[config.mk]
export PLATFORM = sky130hd
export DESIGN_NAME = irq_controller
export DESIGN_NICKNAME = d
export VERILOG_FILES = /design/src/rtl/irq_controller.sv
export SDC_FILE = /design/constraint.sdc
export NUM_CORES = 1
export LEC_CHECK = 0
export ABC_CLOCK_PERIOD_IN_PS = 3000
export BUFFER_PORTS_ARGS = -buffer_cell sky130_fd_sc_hd__buf_4
export CORE_MARGIN = 2
export CORE_UTILIZATION = 40
export DETAILED_ROUTE_END_ITERATION = 8
export GPL_ROUTABILITY_DRIVEN = 0
export GPL_TIMING_DRIVEN = 0
export PLACE_DENSITY_LB_ADDON = 0.2
export RECOVER_POWER = 25
export SLEW_MARGIN = 40
export SYNTH_ARGS = -nofsm -noshare
export SYNTH_HDL_FRONTEND = slang
export SYNTH_SLANG_ARGS = --single-unit
[constraint.sdc]
create_clock -name clk -period 3 [get_ports clk]
set_input_delay 0.45 -clock clk [delete_from_list [all_inputs] [get_ports clk]]
set_output_delay 0.45 -clock clk [all_outputs]
set_load 0.02 [all_outputs]
[src/rtl/irq_controller.sv]
// Four-source interrupt controller with a memory-mapped register window.
// Rising edges on src latch into PEND (a repeat edge while still pending
// sets the sticky OVF bit). MASK gates arbitration, and the lowest-index
// eligible source wins. A three-state FSM raises irqout while a request
// waits for the CPU, then holds the selected id until software ACKs it.
module irq_controller #(
  parameter logic [31:0] BASE = 32'h40000040
) (
  input  logic        clk,
  input  logic        reset,
  input  logic [3:0]  src,
  input  logic        supervisor,
  input  logic        rd,
  input  logic        wr,
  input  logic [31:0] addr,
  input  logic [31:0] wdata,
  output logic [31:0] rdata,
  output logic        irqout,
  output logic [1:0]  irq_id
);

  typedef enum logic [1:0] {
    IDLE    = 2'b00,
    REQ     = 2'b01,
    SERVICE = 2'b10
  } state_t;

  state_t      state, state_nxt;
  logic [1:0]  irq_id_nxt;
  logic [3:0]  src_q;
  logic [3:0]  pend, pend_nxt;
  logic [3:0]  ovf, ovf_nxt;
  logic [3:0]  mask;
  logic [3:0]  rise;
  logic [3:0]  eligible;
  logic [3:0]  ack_clr;
  logic [1:0]  winner;
  logic [1:0]  sel;
  logic        hit;
  logic        wr_mask;
  logic        wr_ack;
  logic        unused_bits;

  // Lowest index has the highest priority.
  function automatic logic [1:0] prio_winner(input logic [3:0] e);
    if (e[0])      return 2'd0;
    else if (e[1]) return 2'd1;
    else if (e[2]) return 2'd2;
    else           return 2'd3;
  endfunction

  // The window is 16 bytes, so the byte offset within a word is ignored.
  assign hit         = (addr[31:4] == BASE[31:4]);
  assign sel         = addr[3:2];
  assign wr_mask     = wr && hit && (sel == 2'd1);
  assign wr_ack      = wr && hit && (sel == 2'd2);
  assign ack_clr     = wr_ack ? wdata[3:0] : 4'h0;
  assign unused_bits = ^{wdata[31:4], addr[1:0]};

  // A new edge beats a simultaneous ACK for PEND, but the ACK still clears OVF.
  assign rise     = src & ~src_q;
  assign pend_nxt = (pend & ~ack_clr) | rise;
  assign ovf_nxt  = (ovf | (rise & pend)) & ~ack_clr;
  assign eligible = pend & mask;
  assign winner   = prio_winner(eligible);

  // Source sampling, pending/overflow bookkeeping and the mask register.
  always_ff @(posedge clk) begin
    if (reset) begin
      src_q <= 4'h0;
      pend  <= 4'h0;
      ovf   <= 4'h0;
      mask  <= 4'h0;
    end else begin
      src_q <= src;
      pend  <= pend_nxt;
      ovf   <= ovf_nxt;
      if (wr_mask) mask <= wdata[3:0];
    end
  end

  // Next state and selected id; REQ keeps re-arbitrating until the CPU takes the exception.
  always_comb begin
    state_nxt  = state;
    irq_id_nxt = irq_id;
    case (state)
      IDLE: begin
        if ((eligible != 4'h0) && !supervisor) begin
          state_nxt  = REQ;
          irq_id_nxt = winner;
        end
      end
      REQ: begin
        if (eligible == 4'h0) begin
          state_nxt = IDLE;
        end else if (supervisor) begin
          state_nxt = SERVICE;
        end else begin
          irq_id_nxt = winner;
        end
      end
      SERVICE: begin
        if (!pend_nxt[irq_id]) state_nxt = IDLE;
      end
      default: state_nxt = IDLE;
    endcase
  end

  // State register; irqout is registered alongside it so it mirrors state==REQ.
  always_ff @(posedge clk) begin
    if (reset) begin
      state  <= IDLE;
      irq_id <= 2'd0;
      irqout <= 1'b0;
    end else begin
      state  <= state_nxt;
      irq_id <= irq_id_nxt;
      irqout <= (state_nxt == REQ);
    end
  end

  // Register read mux; ACK is write-only and reads back as zero.
  always_comb begin
    rdata = 32'h0;
    if (rd && hit) begin
      case (sel)
        2'd0:    rdata = {28'h0, pend};
        2'd1:    rdata = {28'h0, mask};
        2'd3:    rdata = {20'h0, ovf, 2'b00, state, 2'b00, irq_id};
        default: rdata = 32'h0;
      endcase
    end
  end

endmodule

==> results.py <==
metrics = {
    "run_status": {
        "status": "finished clean",
    },
    "synth": {
        "async_flop_share_pct": 0,
        "ys_top_cells_by_area": "dfxtp_1, buf_4, mux2i_1, nor2_1, and2_1",
        "synth_top_area_cell": "dfxtp_1",
        "synth_compound_area_share_pct": 13.7,
        "synth-seq-area-share_pct": 34.1,
        "synth_area_mm2": 0.00123,
        "yosysUniqueCellTypes": 33,
        "syn_inst": 148,
        "ys_ff_latch": 21,
        "syn_area_per_cell_um2": 8.34,
        "synth_mux_area_share_pct": 8.11,
        "synth_xor_area_share_pct": 0,
        "synth_simple_gate_area_share_pct": 27.8,
        "yosysWarningCount": 0,
        "synth_ff_type": "dfxtp_1",
        "synth_top_family_by_area": "simple AND/OR/NAND/NOR gates",
        "synth-edff-count": 0,
        "synth_top_area_share_pct": 34.1,
        "synthAdderAreaFrac_pct": 0,
    },
    "routing": {
        "dr.pass1.iters": 6,
        "wirelength_um": 3140,
        "via_per_inst": 4.89,
        "wire_per_inst_um": 12.1,
        "drtIter0Drc": 38,
        "ant_nets": 0,
        "vias": 1267,
        "drc": 0,
    },
    "sta": {
        "maxSlewHeadroom_pct": 60.3,
        "fin_ws_ns": 0.326,
        "hold_slack_ns": 0.323,
        "finClkSkew_ns": 0.00741,
        "period_needed_ns": 2.67,
        "setup_viol_count_final": 0,
        "hold_violations": 0,
        "rsz0062_at_grt": "no",
        "fin_crit_sh_pct": 89.1,
        "drv_slew": 0,
        "fin_tns_setup_ns": 0,
        "fmax_ghz": 0.374,
        "worstMarginPinSlew_ns": 0.591,
    },
    "global_routing": {
        "grt_pass1_wl_um": 4950,
        "grt_max_degree": 13,
        "overflow": 0,
        "grt_use_total_pct": 18.1,
        "antenna_found_initial": 0,
        "grt_pass1_vias": 1164,
    },
    "run": {
        "drv_cap": 0,
    },
    "cts": {
        "htree_levels": 1,
        "cts_hold_buf": 0,
        "cts_tree": "done",
        "clk_latency_ns": 0.30,
        "cts_sinks": 21,
        "cts_buffer_depth": 2,
        "cts_root_buf": "clkbuf_4",
        "numCtsBuffers": 3,
        "clkTransAtPathRegs_ns": 0.12,
        "cts_setup_buffers": 0,
    },
    "power_and_ir_drop": {
        "leakage_nw": 0.815,
        "combPwrFrac_pct": 23.1,
        "p_seq_share_pct": 52.8,
        "swShare_pct": 27.4,
        "peakVddDrop_v": 0.000204,
        "p_int_mw": 0.407,
        "p_sw_mw": 0.154,
        "power_frac_clock_pct": 24.0,
        "powerDensity_mw_per_mm2": 317,
    },
    "worst_setup_path": {
        "end_kind": "output pin",
        "crit_chain": "buf_4 > nor4b_1 > nand4_1 > nor3_1 > nand2_1 > nor2_2 > and2_1 > buf_4",
        "r2r_slack_ns": 1.53,
        "path_common_cell": "buf_4",
        "critPathSlowestCell": "nor4b_1",
        "start_kind": "primary input",
        "max_stage_delay_ns": 0.32,
        "cp_data_arrival_time_ns": 2.22,
        "cp.required_ns": 2.55,
        "crit_type": "in2out",
        "crit_fanout": 6,
    },
    "die": {
        "dieWidth_um": 59.5,
        "die_h_um": 59.5,
        "floorplan.rows": 20,
        "die_area_mm2": 0.00354,
        "core-area_mm2": 0.00300,
        "start_util_pct": 41.1,
        "pin_count": 108,
    },
    "cells_and_area": {
        "antennaDiodeCount": 0,
        "final_cell_mix": "buf_4, conb_1, dfxtp_1",
        "mostFrequentLayoutCell": "buf_4",
        "syn_to_final_growth_pct": 43.5,
        "fin_util_pct": 59.0,
        "n_fill_cell": 302,
        "final_layout_size_suffix_gt1_share_pct": 36.3,
        "fin_nets": 300,
    },
    "place": {
        "post-place-ws_ns": 0.228,
        "hpwlAfterDp_um": 2560,
        "io_buffers": 53,
    },
    "worst_hold_path": {
        "hold_class": "in2reg",
    },
}
area by class of cell:
cell class,count,area (um2),area share [%]
clock inverters,1,5.00,0.283
inverters,2,7.51,0.424
clock buffers,3,22.5,1.27
well taps,33,41.3,2.33
multi-input cells,118,697,39.4
repair buffers,53,387,21.8
plain buffers,28,190,10.7
flip-flops and latches,21,420,23.7
final timing paths:
check	from	endpoint	cells past startpoint
setup / recovery	addr[13]	rdata[9]	8
hold / removal	supervisor	irqout	2
setup reg to reg	pend[1]	irq_id[1]	5
hold reg to reg	state[1]	state[1]	2
sequential cells by signal, indices dropped and copies added, names as in the netlist:
signal,count
irq_id,2
irqout,1
mask,4
ovf,4
pend,4
src_q,4
state,2
what timing repair did:
action | 4_1_cts | 5_1_grt
endpoints found under the setup margin | 0 | 6
resized for setup | 0 | 1
endpoints found under the hold margin | 0 | 0
per-stage QoR:
stage / cells / cell area, um2 / total power, mW
after global routing: 259 / 1770 / 0.589
after global placement: 255 / 1750 / 0.429
after detailed placement: 255 / 1750 / 0.432
after floorplan: 169 / 1310 / 0.380
after CTS: 259 / 1780 / 0.565
final: 259 / 1770 / 0.561
worst max-delay path, delay by kind of cell:
family        cells  cell delay, ns
buf+inv           2            0.24
simple gates      6            1.53
power by group through the flow:
stage                     Combinational [mW]  Clock, mW  Sequential (mW)
final                                  0.130      0.135            0.296
after global routing                   0.142      0.150            0.298
after CTS                              0.129      0.139            0.297
after detailed placement               0.129          0            0.303
after global placement                 0.127          0            0.302
after floorplan                       0.0792          0            0.300
per-layer routing:
metal / share of wire [%] / vias to the layer above / global-route usage, %
li1: - / 642 / -
met1: 40 / 568 / 20.8
met2: 50 / 55 / 32.8
met3: 10 / 2 / 4.80
met4: 0.32 / 0 / 4.76
met5: 0 / - / 0
cell usage after synthesis (2+ instances only):
cell / number
nor4_1: 4
a21oi_1: 7
a22oi_1: 2
nor2_1: 16
nor4b_1: 2
mux2i_1: 10
nand4_1: 2
inv_1: 2
clkbuf_2: 2
a211oi_1: 4
and2_1: 6
nor3_1: 6
a32oi_1: 2
nand2_1: 10
clkbuf_1: 4
nor2b_1: 6
a31oi_1: 5
nand3b_1: 2
buf_4: 22
dfxtp_1: 21
kinds of logic (layout without fill, tap and decap cells):
group,count (synthesis),after routing
muxes,10,10
AOI/OAI and AO/OA,25,25
DFF,21,21
and+or+nand+nor,61,61
other,1,22
buffers and inverters,30,87
Power figures use the tool's default switching activity.
